**src/rtl/note_tone_generator.sv**
```systemverilog
// note_tone_generator: decodes a one-hot note word plus octave into a registered square-wave speaker drive.
// Latency: a new valid word is captured on edge 1 and loaded on edge 2; the first low half-period starts there.
// Flow: no backpressure; data_valid or en low silences the output and returns to IDLE on the next edge.
// Optional feature macro: TONE_GAP_EN inserts a GAP_CYCLES articulation silence between consecutive notes.
module note_tone_generator #(
  parameter int DATA_WIDTH = 10,
  parameter int DIV_WIDTH  = 20,
  parameter int GAP_CYCLES = 2000000
) (
  input  logic                  clk,
  input  logic                  rst,
  input  logic                  en,
  input  logic [DATA_WIDTH-1:0] data_in,
  input  logic                  data_valid,
  output logic                  speaker,
  output logic                  note_active,
  output logic [DIV_WIDTH-1:0]  half_period
);

  typedef enum logic [2:0] {IDLE, LOAD, PLAY, REST, GAP} state_t;

  state_t                state, state_nxt;
  logic [DATA_WIDTH-1:0] held, held_nxt;
  logic [DIV_WIDTH-1:0]  phase, phase_nxt;
  logic [DIV_WIDTH-1:0]  hp_nxt;
  logic                  speaker_nxt;
  logic                  active_nxt;
  logic                  changed;

`ifdef TONE_GAP_EN
  localparam int GAP_W = (GAP_CYCLES > 1) ? $clog2(GAP_CYCLES) : 1;
  logic [GAP_W-1:0] gap_cnt, gap_cnt_nxt;
`else
  logic [31:0] unused_gap_cycles;
  assign unused_gap_cycles = GAP_CYCLES;
`endif

  // Middle-octave half period of the lowest set note bit, then shifted by octave; zero means rest.
  function automatic logic [DIV_WIDTH-1:0] note_div(input logic [8:0] w);
    logic [DIV_WIDTH-1:0] base;
    base = '0;
    if      (w[2]) base = DIV_WIDTH'(191113);
    else if (w[3]) base = DIV_WIDTH'(170262);
    else if (w[4]) base = DIV_WIDTH'(151686);
    else if (w[5]) base = DIV_WIDTH'(143173);
    else if (w[6]) base = DIV_WIDTH'(127551);
    else if (w[7]) base = DIV_WIDTH'(113636);
    else if (w[8]) base = DIV_WIDTH'(101238);
    case (w[1:0])
      2'b10:   note_div = base >> 1;
      2'b01:   note_div = base << 1;
      default: note_div = base;
    endcase
  endfunction

  // Next-state and next-output logic; stop conditions override every state.
  always_comb begin
    state_nxt   = state;
    held_nxt    = held;
    phase_nxt   = phase;
    speaker_nxt = speaker;
    active_nxt  = note_active;
    hp_nxt      = half_period;
`ifdef TONE_GAP_EN
    gap_cnt_nxt = gap_cnt;
`endif
    changed     = data_valid && (data_in != held);

    if (!en || !data_valid) begin
      state_nxt   = IDLE;
      held_nxt    = '0;
      phase_nxt   = '0;
      speaker_nxt = 1'b0;
      active_nxt  = 1'b0;
      hp_nxt      = '0;
    end else begin
      case (state)
        IDLE: begin
          held_nxt    = data_in;
          state_nxt   = LOAD;
          speaker_nxt = 1'b0;
          active_nxt  = 1'b0;
          hp_nxt      = '0;
        end
        LOAD: begin
          phase_nxt   = '0;
          speaker_nxt = 1'b0;
          hp_nxt      = note_div(held[8:0]);
          if (hp_nxt == '0) begin
            state_nxt  = REST;
            active_nxt = 1'b0;
          end else begin
            state_nxt  = PLAY;
            active_nxt = 1'b1;
          end
        end
        PLAY: begin
          if (changed) begin
            held_nxt    = data_in;
            speaker_nxt = 1'b0;
            active_nxt  = 1'b0;
`ifdef TONE_GAP_EN
            state_nxt   = GAP;
            gap_cnt_nxt = '0;
            hp_nxt      = '0;
`else
            state_nxt   = LOAD;
`endif
          end else if (phase == half_period - DIV_WIDTH'(1)) begin
            phase_nxt   = '0;
            speaker_nxt = ~speaker;
          end else begin
            phase_nxt   = phase + DIV_WIDTH'(1);
          end
        end
        REST: begin
          speaker_nxt = 1'b0;
          active_nxt  = 1'b0;
          if (changed) begin
            held_nxt  = data_in;
            state_nxt = LOAD;
          end
        end
`ifdef TONE_GAP_EN
        GAP: begin
          speaker_nxt = 1'b0;
          active_nxt  = 1'b0;
          hp_nxt      = '0;
          if (changed) begin
            held_nxt    = data_in;
            gap_cnt_nxt = '0;
          end else if (gap_cnt == GAP_W'(GAP_CYCLES - 1)) begin
            state_nxt   = LOAD;
          end else begin
            gap_cnt_nxt = gap_cnt + GAP_W'(1);
          end
        end
`endif
        default: begin
          state_nxt   = IDLE;
          held_nxt    = '0;
          phase_nxt   = '0;
          speaker_nxt = 1'b0;
          active_nxt  = 1'b0;
          hp_nxt      = '0;
        end
      endcase
    end
  end

  // State and output registers with synchronous reset.
  always_ff @(posedge clk) begin
    if (rst) begin
      state       <= IDLE;
      held        <= '0;
      phase       <= '0;
      speaker     <= 1'b0;
      note_active <= 1'b0;
      half_period <= '0;
`ifdef TONE_GAP_EN
      gap_cnt     <= '0;
`endif
    end else begin
      state       <= state_nxt;
      held        <= held_nxt;
      phase       <= phase_nxt;
      speaker     <= speaker_nxt;
      note_active <= active_nxt;
      half_period <= hp_nxt;
`ifdef TONE_GAP_EN
      gap_cnt     <= gap_cnt_nxt;
`endif
    end
  end

endmodule

```
**config.mk**
```make
export PLATFORM = sky130hd
export DESIGN_NAME = note_tone_generator
export DESIGN_NICKNAME = d
export VERILOG_FILES = /design/src/rtl/note_tone_generator.sv
export SDC_FILE = /design/constraint.sdc
export NUM_CORES = 1
export LEC_CHECK = 0
export CAP_MARGIN = 20
export CORE_MARGIN = 5
export CORE_UTILIZATION = 47
export CTS_CLUSTER_SIZE = 8
export DETAILED_ROUTE_END_ITERATION = 16
export GPL_TIMING_DRIVEN = 0
export PLACE_DENSITY = 0.68
export SLEW_MARGIN = 40
export SYNTH_ARGS = -nofsm -noshare
export SYNTH_HDL_FRONTEND = slang
export SYNTH_SLANG_ARGS = --single-unit
```
**constraint.sdc**
```tcl
create_clock -name clk -period 4.27 [get_ports clk]
set_input_delay 0.854 -clock clk [delete_from_list [all_inputs] [get_ports clk]]
set_output_delay 0.854 -clock clk [all_outputs]
set_load 0.01 [all_outputs]
```
**Word-level counts from Yosys, hierarchy flattened**

Cells that the tools add are included.

- Flip-flop bits (word level): 55
- Input bits: 14
- Output and inout bits: 22
- Logic and storage cells: 56

- $add $sub $neg: 2
- Equality and inequality tests: 10
- Mux-type cells: 22
- Bitwise gates (word level): 4
- Reduce and logical (&&, ||, !) cells: 12

Operators with widths:

| cell | number |
|---|---|
| $pmux W20 S2 | 3 |
| $mux W20 | 4 |
| $mux W18 | 4 |
| $mux W17 | 3 |
| $pmux W10 S3 | 1 |
| $add A20 B1 Y20 const B | 1 |
| $eq A20 B20 Y1 | 1 |
| $logic_not A20 Y1 | 1 |
| $sub A20 B1 Y20 const B | 1 |
| $mux W10 | 1 |
| $ne A10 B10 Y1 | 1 |
| $pmux W3 S3 | 1 |
| $eq A3 B2 Y1 const B | 2 |
| $reduce_or A2 Y1 | 3 |
| $ne A2 B2 Y1 const B | 2 |
| $not A1 Y1 | 4 |
| $reduce_and A2 Y1 | 2 |
| $reduce_or A4 Y1 | 1 |
| $eq A3 B1 Y1 const B | 1 |
| $logic_not A3 Y1 | 1 |
| $mux W1 | 3 |
| $mux W3 | 1 |
| $eq A2 B1 Y1 const B | 1 |
| $eq A2 B2 Y1 const B | 1 |
| 5 further kinds | 6 |

**Logic depth before layout (Yosys ltp)**

Gate-level depths: netlist (run 1).

- Depth in word-level cells: 13
- Depth in mapped cells: 11
- Mapped depth without buffers: 10

**Worst setup path after synthesis (run 1)**

OpenSTA, ideal clock, no wires.

- Path type: flip-flop to flip-flop
- From: register half_period[6]
- To: register phase[17]
- Setup time: 0.123 ns
- Data arrival time: 2.971 ns
- Data required time: 4.147 ns
- Path slack: 1.176 ns
- Stages on the path, launching flop included: 11
- Buffers on the path: 2
- Clock period less this slack: 3.094 ns
- Path through: dfxtp_1 > or4_4 > or2_1 > clkbuf_2 > or4_4 > a31oi_4 > a21oi_2 > or4_4 > buf_6 > a311oi_2 > a21oi_1

- Longest elaborated chain between the ends: 5

RTL lines:

| what | line | text |
|---|---|---|
| start, declared | 17 | `output logic [DIV_WIDTH-1:0] half_period` |
| start signal, assigned | 169 | `half_period <= hp_nxt;` |
| $sub A20 B1 Y20 | 109 | `end else if (phase == half_period - DIV_WIDTH'(1)) begin` |
| $eq A20 B20 Y1 | 109 |  |
| $mux W20 | 109 |  |
| $mux W20 | 98 | `if (changed) begin` |
| $pmux W20 S2 | 77 | `case (state)` |
| end signal, assigned | 166 | `phase <= phase_nxt;` |
| end, declared | 24 | `logic [DIV_WIDTH-1:0] phase, phase_nxt;` |

Every way passes these cells. The select of a mux whose other input is x is not followed.
A chain may end at the register's enable or synchronous reset.

**Final worst setup path (run 1)**

- From: register half_period[6]
- To: register phase[6]

Same word-level chain as after synthesis.

==> results.cfg, run 1 <==
[sta]
finalHoldViolCount = 0
worst_slew_pin_slew_ps = 839
final.min_clock_period_ps = 3460
relSlewSlack_pct = 43.7
fmax_ghz = 0.289
finClkSkew_ps = 10.7
final-setup-viol-count = 0
rsz0062_at_grt = false
period_share_pct = 81.1
slew_viol_final = 0
tns_ps = 0

[clock_network]
clock_latency_ps = 310
root_buffer = clkbuf_8
postCtsResizedCells = 0
hold_buffers = 0
cts_setup_buffers = 0
cts_buffer_depth = 2
numCtsBuffers = 5
clock-sinks = 53
cts.clk_slew.worst_paths_ps = 100
h-tree-depth = 2
cts_tree = done

[finish]
nNetsFinal = 552
mostFrequentLayoutCells = 58 x nor2_1, 53 x dfxtp_1, 46 x nand2_1
drive_gt1_share_pct = 5.08
n_antenna_cell = 0
final_common_cell = nor2_1
fillCellCount = 756
design_area_um2 = 4330
syn_to_final_growth_pct = 15.7

[floorplan]
initial_core_util_pct = 48.4
die_area_um2 = 9840
die_y_um = 99.2
core_um2 = 7730
die_x_um = 99.2
ios = 36
num_rows = 32

[placed_design]
gp_congestion = 0.855
dpl_cell_area_um2 = 4210
portBuffers = 34
hpwl_um = 8120

[setup_path]
critPathKind = register to register
cp.required_ps = 4480
crit_arrival_ps = 3670
path_max_fanout = 10
critPathCaptureType = register
start_kind = register

[status]
status = finished, final reports clean

[routing]
dr.pass1.iters = 4
wl_per_cell_um = 16.3
viasPerCell = 5.94
drtIter0Drc = 164
drtAntennaViolNets = 0
dr_total_vias = 3764
drc = 0
wirelength_um = 10400

[grt]
grtUsageMet1_pct = 24.9
grtUsageMet3_pct = 2.59
grt_use_total_pct = 21.3
grt_pass1_vias = 3689
met2_usage_pct = 39.4
globalRouteOverflowTotal = 0
antenna_found_initial = 0
top_usage_layer = met2
grt_pass1_wl_um = 17500
grt_start_max_net_pins = 17

[synth]
synth_warnings = 0
synthDistinctLibCells = 66
ys_seq_area_share_pct = 28.4
ys.flop_type = dfxtp_1
ys_seq_elements = 53
synth_cells = 490
avgSynthCellArea_um2 = 7.63
ys_async_sr_fraction_pct = 0
synth_edf_count = 0
synth.cell_area_um2 = 3740
syn_nets = 511

[power_and_ir_drop]
power_mw = 0.996
leakagePower_nw = 1.59
power.density_nw_per_um2 = 230
peakVddDrop_uv = 138

[flow_run]
maxCapViolations = 0

[worst_hold_path]
min_path_type = register to register
[critical path, cell delays in order (launching register included)]
cell      delay [ps]
dfxtp_1          410
or4_4            600
or2_1            250
clkbuf_2         150
a2111o_1         380
nand2_1           80
a2bb2o_1         320
o31ai_2          410
clkbuf_1         440
nor3_1            80
a211o_1          230
[logic make-up after synthesis]
| kind of cell | after synthesis | synth area share [%] |
|---|---|---|
| AND/OR/NAND/NOR | 214 | 29.4 |
| AO/OA/AOI/OAI | 121 | 23.3 |
| flip-flops | 53 | 28.4 |
| buffers and inverters | 47 | 5.08 |
| XOR/XNOR | 35 | 8.19 |
| multiplexers | 12 | 3.21 |
| adder cells (fa/ha/maj) | 7 | 2.34 |
| other | 1 | 0.100 |
[sequential cells by signal, indices dropped and copies added (netlist names)]
name         cells
note_active      1
half_period     19
speaker          1
state            2
held            10
phase           20
[power by group]
| part | switching [mW] | total, mW | internal [mW] |
|---|---|---|---|
| registers | 0.00369 | 0.501 | 0.498 |
| logic | 0.0739 | 0.126 | 0.0524 |
| clock network | 0.177 | 0.368 | 0.191 |
[metrics by stage]
stage / utilization (%) / hold slack [ps] / cells / setup slack (ps)
2_1_floorplan: - / 474 / 490 / 1180
3_3_place_gp: 54.5 / 477 / 626 / 834
3_5_place_dp: 54.5 / 483 / 626 / 822
4_1_cts: 56.0 / 498 / 634 / 819
5_1_grt: 56.0 / 524 / 634 / 582
6_report: 56.0 / 499 / 634 / 806
[routing by layer]
metal / up-vias / routed length (µm)
met4: 0 / 263
met3: 23 / 370
met1: 1793 / 4430
met5: - / 0
met2: 91 / 5290
li1: 1857 / -
[cell type report]
type	instances	area, µm²	area share [%]
Timing Repair Buffer	34	340	7.86
Clock buffer	6	82.6	1.91
Multi-Input combinational cell	390	2490	57.5
Tap cell	102	128	2.95
Buffer	35	145	3.35
Inverter	12	45.0	1.04
Sequential cell	53	1060	24.5
Clock inverter	2	37.5	0.867
[path summary, 6_finish.rpt]
check / startpoint / to / slack, ps / cells past startpoint
setup / recovery: half_period[6] / phase[6] / 810 / 10
hold / removal: half_period[1] / half_period[1] / 500 / 2
setup reg to reg: half_period[6] / phase[6] / 810 / 10
hold reg to reg: half_period[1] / half_period[1] / 500 / 2
[Yosys cell counts (all sizes together), types with 5 or more instances]
cell type / count / area, µm²
a22oi: 12 / 90.1
mux2i: 12 / 120
or3: 7 / 43.8
a221o: 6 / 60.1
a21oi: 23 / 119
nor2: 58 / 218
nor4: 6 / 37.5
nor3b: 5 / 37.5
nand3: 16 / 80.1
nor2b: 5 / 31.3
xnor2: 22 / 193
ha: 7 / 87.6
o21bai: 6 / 45.0
dfxtp: 53 / 1060
and3: 5 / 31.3
nor3: 22 / 115
xor2: 13 / 114
clkbuf: 30 / 114
buf: 5 / 31.3
nand2: 46 / 173
nand4: 6 / 37.5
nand3b: 7 / 52.6
a211o: 10 / 87.6
inv: 12 / 45.0
or2: 8 / 50.1
o21ai: 27 / 135
(Power assumes the default switching activity.)
==> run 2, diff against run 1 <==
Settings changed: PLACE_DENSITY 0.68 to 0.7.
Clock period 4.27 ns to 3.01 ns, I/O delays scaled along.
==> run 2 against run 1 <==
- die area unchanged
- worst setup slack got worse by 790 ps
- clock skew increased by 7.3 ps
- via count increased by 1.2%
- fmax increased by 16%
- power increased by 32%
- combinational power increased by 45%
- first-iteration DRC count decreased by 15%
- utilization increased by 0.96 points
- routed wire length increased by 0.67%
- register-to-register slack got worse by 790 ps
- cell count increased by 0.32%
==> results.cfg, run 2 (synthesized netlist as in run 1, its figures left out) <==
[sta]
worst_slew_pin_slew_ps = 711
final-setup-viol-count = 0
slew_viol_final = 0
fmax_ghz = 0.334
holdWs_ps = 505
final.min_clock_period_ps = 3000
worst_slack_ps = 12.2
period_share_pct = 99.6
finalHoldViolCount = 0
relSlewSlack_pct = 52.6
rsz0062_at_grt = true
tns_ps = 0
finClkSkew_ps = 18.1

[placed_design]
gp_congestion = 0.917
dp_cells = 626
portBuffers = 34
pre_cts_ws_ps = -240
dpl_cell_area_um2 = 4220
hpwl_um = 7900

[power_and_ir_drop]
peakVddDrop_uv = 198
power.density_nw_per_um2 = 299
power_mw = 1.31
leakagePower_nw = 1.62

[finish]
n_antenna_cell = 0
fin_util_pct = 57.0
drive_gt1_share_pct = 7.68
nNetsFinal = 554
design_area_um2 = 4400
fillCellCount = 743
mostFrequentLayoutCells = 58 x nor2_1, 50 x dfxtp_1, 45 x nand2_1
largest_reg_flops = 20
final_common_cell = nor2_1
fin_cells = 636
largestRegisters = phase x20, half_period x19, held x10
top_register = phase
syn_to_final_growth_pct = 17.7

[routing]
drtAntennaViolNets = 0
dr_total_vias = 3808
drc = 0
wl_per_cell_um = 16.4
viasPerCell = 5.99
dr.pass1.iters = 5
drtIter0Drc = 140
wirelength_um = 10400

[floorplan]
core_um2 = 7730
num_rows = 32
die_area_um2 = 9840
ios = 36
initial_core_util_pct = 48.4
die_x_um = 99.2
die_y_um = 99.2

[clock_network]
cts.clk_slew.worst_paths_ps = 110
h-tree-depth = 2
cts_buffer_depth = 2
numCtsBuffers = 5
root_buffer = clkbuf_8
clock-sinks = 53
hold_buffers = 0
cts_tree = done
clock_latency_ps = 320

[setup_path]
path_depth = 8
start_kind = register
crit_arrival_ps = 3220
critPathCaptureType = register
cpPeakStageDelay_ps = 570
cp.required_ps = 3230
path_cells = or4_4, or2_4, or4_4, a31oi_4, a21oi_4, or4_4, a311oi_2, a21oi_1
rr_worst_depth = 8
cp_common_cell = or4_4
critPathKind = register to register
crit_buf_inv = 0
path_max_fanout = 7
cp_slowest_cell = or4_4
crit_family = simple AND/OR/NAND/NOR gates

[grt]
grt_pass1_vias = 3637
grt_pass1_wl_um = 17400
globalRouteOverflowTotal = 0
grt_start_max_net_pins = 17
antenna_found_initial = 0
grt_use_total_pct = 21.3

[worst_hold_path]
min_path_type = register to register
min_path_cells = 2

[flow_run]
maxCapViolations = 0

[status]
status = finished, final reports clean
-- run 2: cell count changes in the layout (fill, tap and decap cells not counted), sizes merged --
| cell | change |
|---|---|
| clkbuf | -4 |
| clkinv | +1 |
| clkinvlp | -1 |
| inv | +1 |
| bufinv | -1 |
| buf | +6 |
-- run 2: final timing paths --
path / to / start / slack (ps)
max reg2reg: phase[17] / half_period[6] / 10
max: phase[17] / half_period[6] / 10
min: note_active / note_active / 510
min reg2reg: note_active / note_active / 510
-- run 2: per-layer routing --
| metal | routed length, µm | track usage (%) | share of wire [%] |
|---|---|---|---|
| met2 | 5250 | 37.8 | 50 |
| met5 | 0 | 0 | 0 |
| met1 | 4320 | 25.4 | 41 |
| met4 | 327 | 9.24 | 3.1 |
| met3 | 528 | 3.37 | 5.1 |
-- run 2: what timing repair did --
item | 4_1_cts | 5_1_grt
buffers inserted | 2 | 2
resized for setup | 10 | 12
setup endpoints to repair | 21 | 14
gates cloned | 0 | 1
pin swaps | 1 | 4
-- run 2: worst register-to-register path: cells and delay by family, from the launching register on --
kind / cells / cell delay [ps]
AND/OR/NAND/NOR: 4 / 1930
flip-flops: 1 / 370
AO/OA/AOI/OAI: 4 / 610
-- run 2: final cells by class --
type / instances / area [µm²] / share of cell area [%]
Clock buffer: 6 / 72.6 / 1.65
Inverter: 12 / 45.0 / 1.02
Clock inverter: 2 / 13.8 / 0.313
Sequential cell: 53 / 1070 / 24.3
Timing Repair Buffer: 39 / 382 / 8.67
Multi-Input combinational cell: 390 / 2560 / 58.1
Buffer: 32 / 135 / 3.07
Tap cell: 102 / 128 / 2.90
-- run 2: power breakdown --
group / internal, mW / switching [mW]
registers: 0.704 / 0.00540
logic: 0.0760 / 0.107
clock network: 0.167 / 0.255
==> run 3, diff against run 2 <==
Settings changed: CORE_UTILIZATION 47 to 45, PLACE_DENSITY 0.7 to 0.68.
==> run 3 against run 2 <==
- cell count grew 0.31%
- highest routed layer unchanged
- sequential cell count stayed put
- critical path depth is the same
- die area rose by 4.0%
- worst setup slack better by 17 ps
- combinational power about the same
- critical path type unchanged
- via count fell by 1.7%
==> results.cfg, run 3 (synthesized netlist as in run 1, its figures left out) <==
[setup_path]
critPathCaptureType = register
crit_arrival_ps = 3200
start_kind = register
path_max_fanout = 7
critPathKind = register to register
cp.required_ps = 3220

[placed_design]
gp_congestion = 0.902
pre_cts_ws_ps = -314
portBuffers = 34
hpwl_um = 7970
dpl_cell_area_um2 = 4220
dp_cells = 629

[finish]
fin_cells = 638
syn_to_final_growth_pct = 19.2
fillCellCount = 792
fin_util_pct = 54.5
drive_gt1_share_pct = 8.63
design_area_um2 = 4460
largestRegisters = phase x20, half_period x19, held x10
mostFrequentLayoutCells = 58 x nor2_1, 49 x dfxtp_1, 44 x nand2_1
n_antenna_cell = 0
final_common_cell = nor2_1
top_register = phase
nNetsFinal = 553
largest_reg_flops = 20

[sta]
period_share_pct = 99.0
relSlewSlack_pct = 51.8
finClkSkew_ps = 11.1
rsz0062_at_grt = true
final-setup-viol-count = 0
final.min_clock_period_ps = 2980
holdWs_ps = 502
slew_viol_final = 0
finalHoldViolCount = 0
fmax_ghz = 0.336
worst_slew_pin_slew_ps = 722
worst_slack_ps = 29.5
tns_ps = 0

[clock_network]
numCtsBuffers = 5
h-tree-depth = 2
hold_buffers = 0
clock-sinks = 53
root_buffer = clkbuf_8
cts_tree = done
cts.clk_slew.worst_paths_ps = 110
cts_buffer_depth = 2
clock_latency_ps = 320

[power_and_ir_drop]
peakVddDrop_uv = 195
power.density_nw_per_um2 = 316
power_mw = 1.41
leakagePower_nw = 1.65

[routing]
viasPerCell = 5.87
wl_per_cell_um = 16.7
dr.pass1.iters = 4
drtIter0Drc = 180
dr_total_vias = 3745
drtAntennaViolNets = 0
drc = 0
wirelength_um = 10600

[floorplan]
die_y_um = 101
die_x_um = 101
core_um2 = 8180
ios = 36
initial_core_util_pct = 45.8
num_rows = 33
die_area_um2 = 10200

[flow_run]
maxCapViolations = 0

[grt]
top_usage_layer = met2
grt_pass1_vias = 3649
antenna_found_initial = 0
grt_start_max_net_pins = 18
grtUsageMet3_pct = 2.96
met2_usage_pct = 38.0
grt_pass1_wl_um = 17800
globalRouteOverflowTotal = 0
grt_use_total_pct = 21.4
grtUsageMet1_pct = 26.5

[status]
status = finished, final reports clean

[worst_hold_path]
min_path_type = register to register
-- run 3: cell types whose count changed in the layout (fill, tap and decap cells not counted), sizes merged --
cell / delta
bufinv: +1
buf: -2
-- run 3: final timing paths --
kind	start	to	slack (ps)	cells past startpoint
worst max-delay path	half_period[6]	phase[17]	30	8
worst min-delay path	note_active	note_active	500	2
worst max register to register	half_period[6]	phase[17]	30	8
worst min register to register	note_active	note_active	500	2
-- run 3: layout make-up --
cell class              instances  area [µm²]  area share (%)
multi-input cells             390        2590            58.0
flip-flops and latches         53        1070            24.0
repair buffers                 38         370            8.31
plain buffers                  32         141            3.17
well taps                     105         131            2.95
clock buffers                   5        68.8            1.54
inverters                      12        45.0            1.01
clock inverters                 3        43.8           0.982
-- run 3: what timing repair did --
action / in CTS / in global routing
setup buffers: 3 / 0
setup endpoints to repair: 21 / 14
pin swaps: 9 / 2
cloned: 1 / 0
endpoints found under the hold margin: 0 / 0
gates resized for setup: 20 / 5
-- run 3: worst max-delay path, cell delays in order, from the launching register on --
cell	delay, ps
dfxtp_4	360
or4_4	570
or2_4	270
or4_4	490
a31oi_4	190
a21oi_4	90
or4_4	570
a311oi_2	270
a21oi_1	60
-- run 3: power breakdown --
| part | switching, mW | total (mW) | internal [mW] |
|---|---|---|---|
| combinational | 0.108 | 0.184 | 0.0764 |
| sequential | 0.00532 | 0.710 | 0.704 |
| clock | 0.266 | 0.516 | 0.250 |
-- run 3: routing by layer --
metal / share of wire (%) / wire length [µm]
met1: 44 / 4670
met2: 50 / 5280
met3: 3.9 / 418
met4: 2.6 / 278
met5: 0 / 0
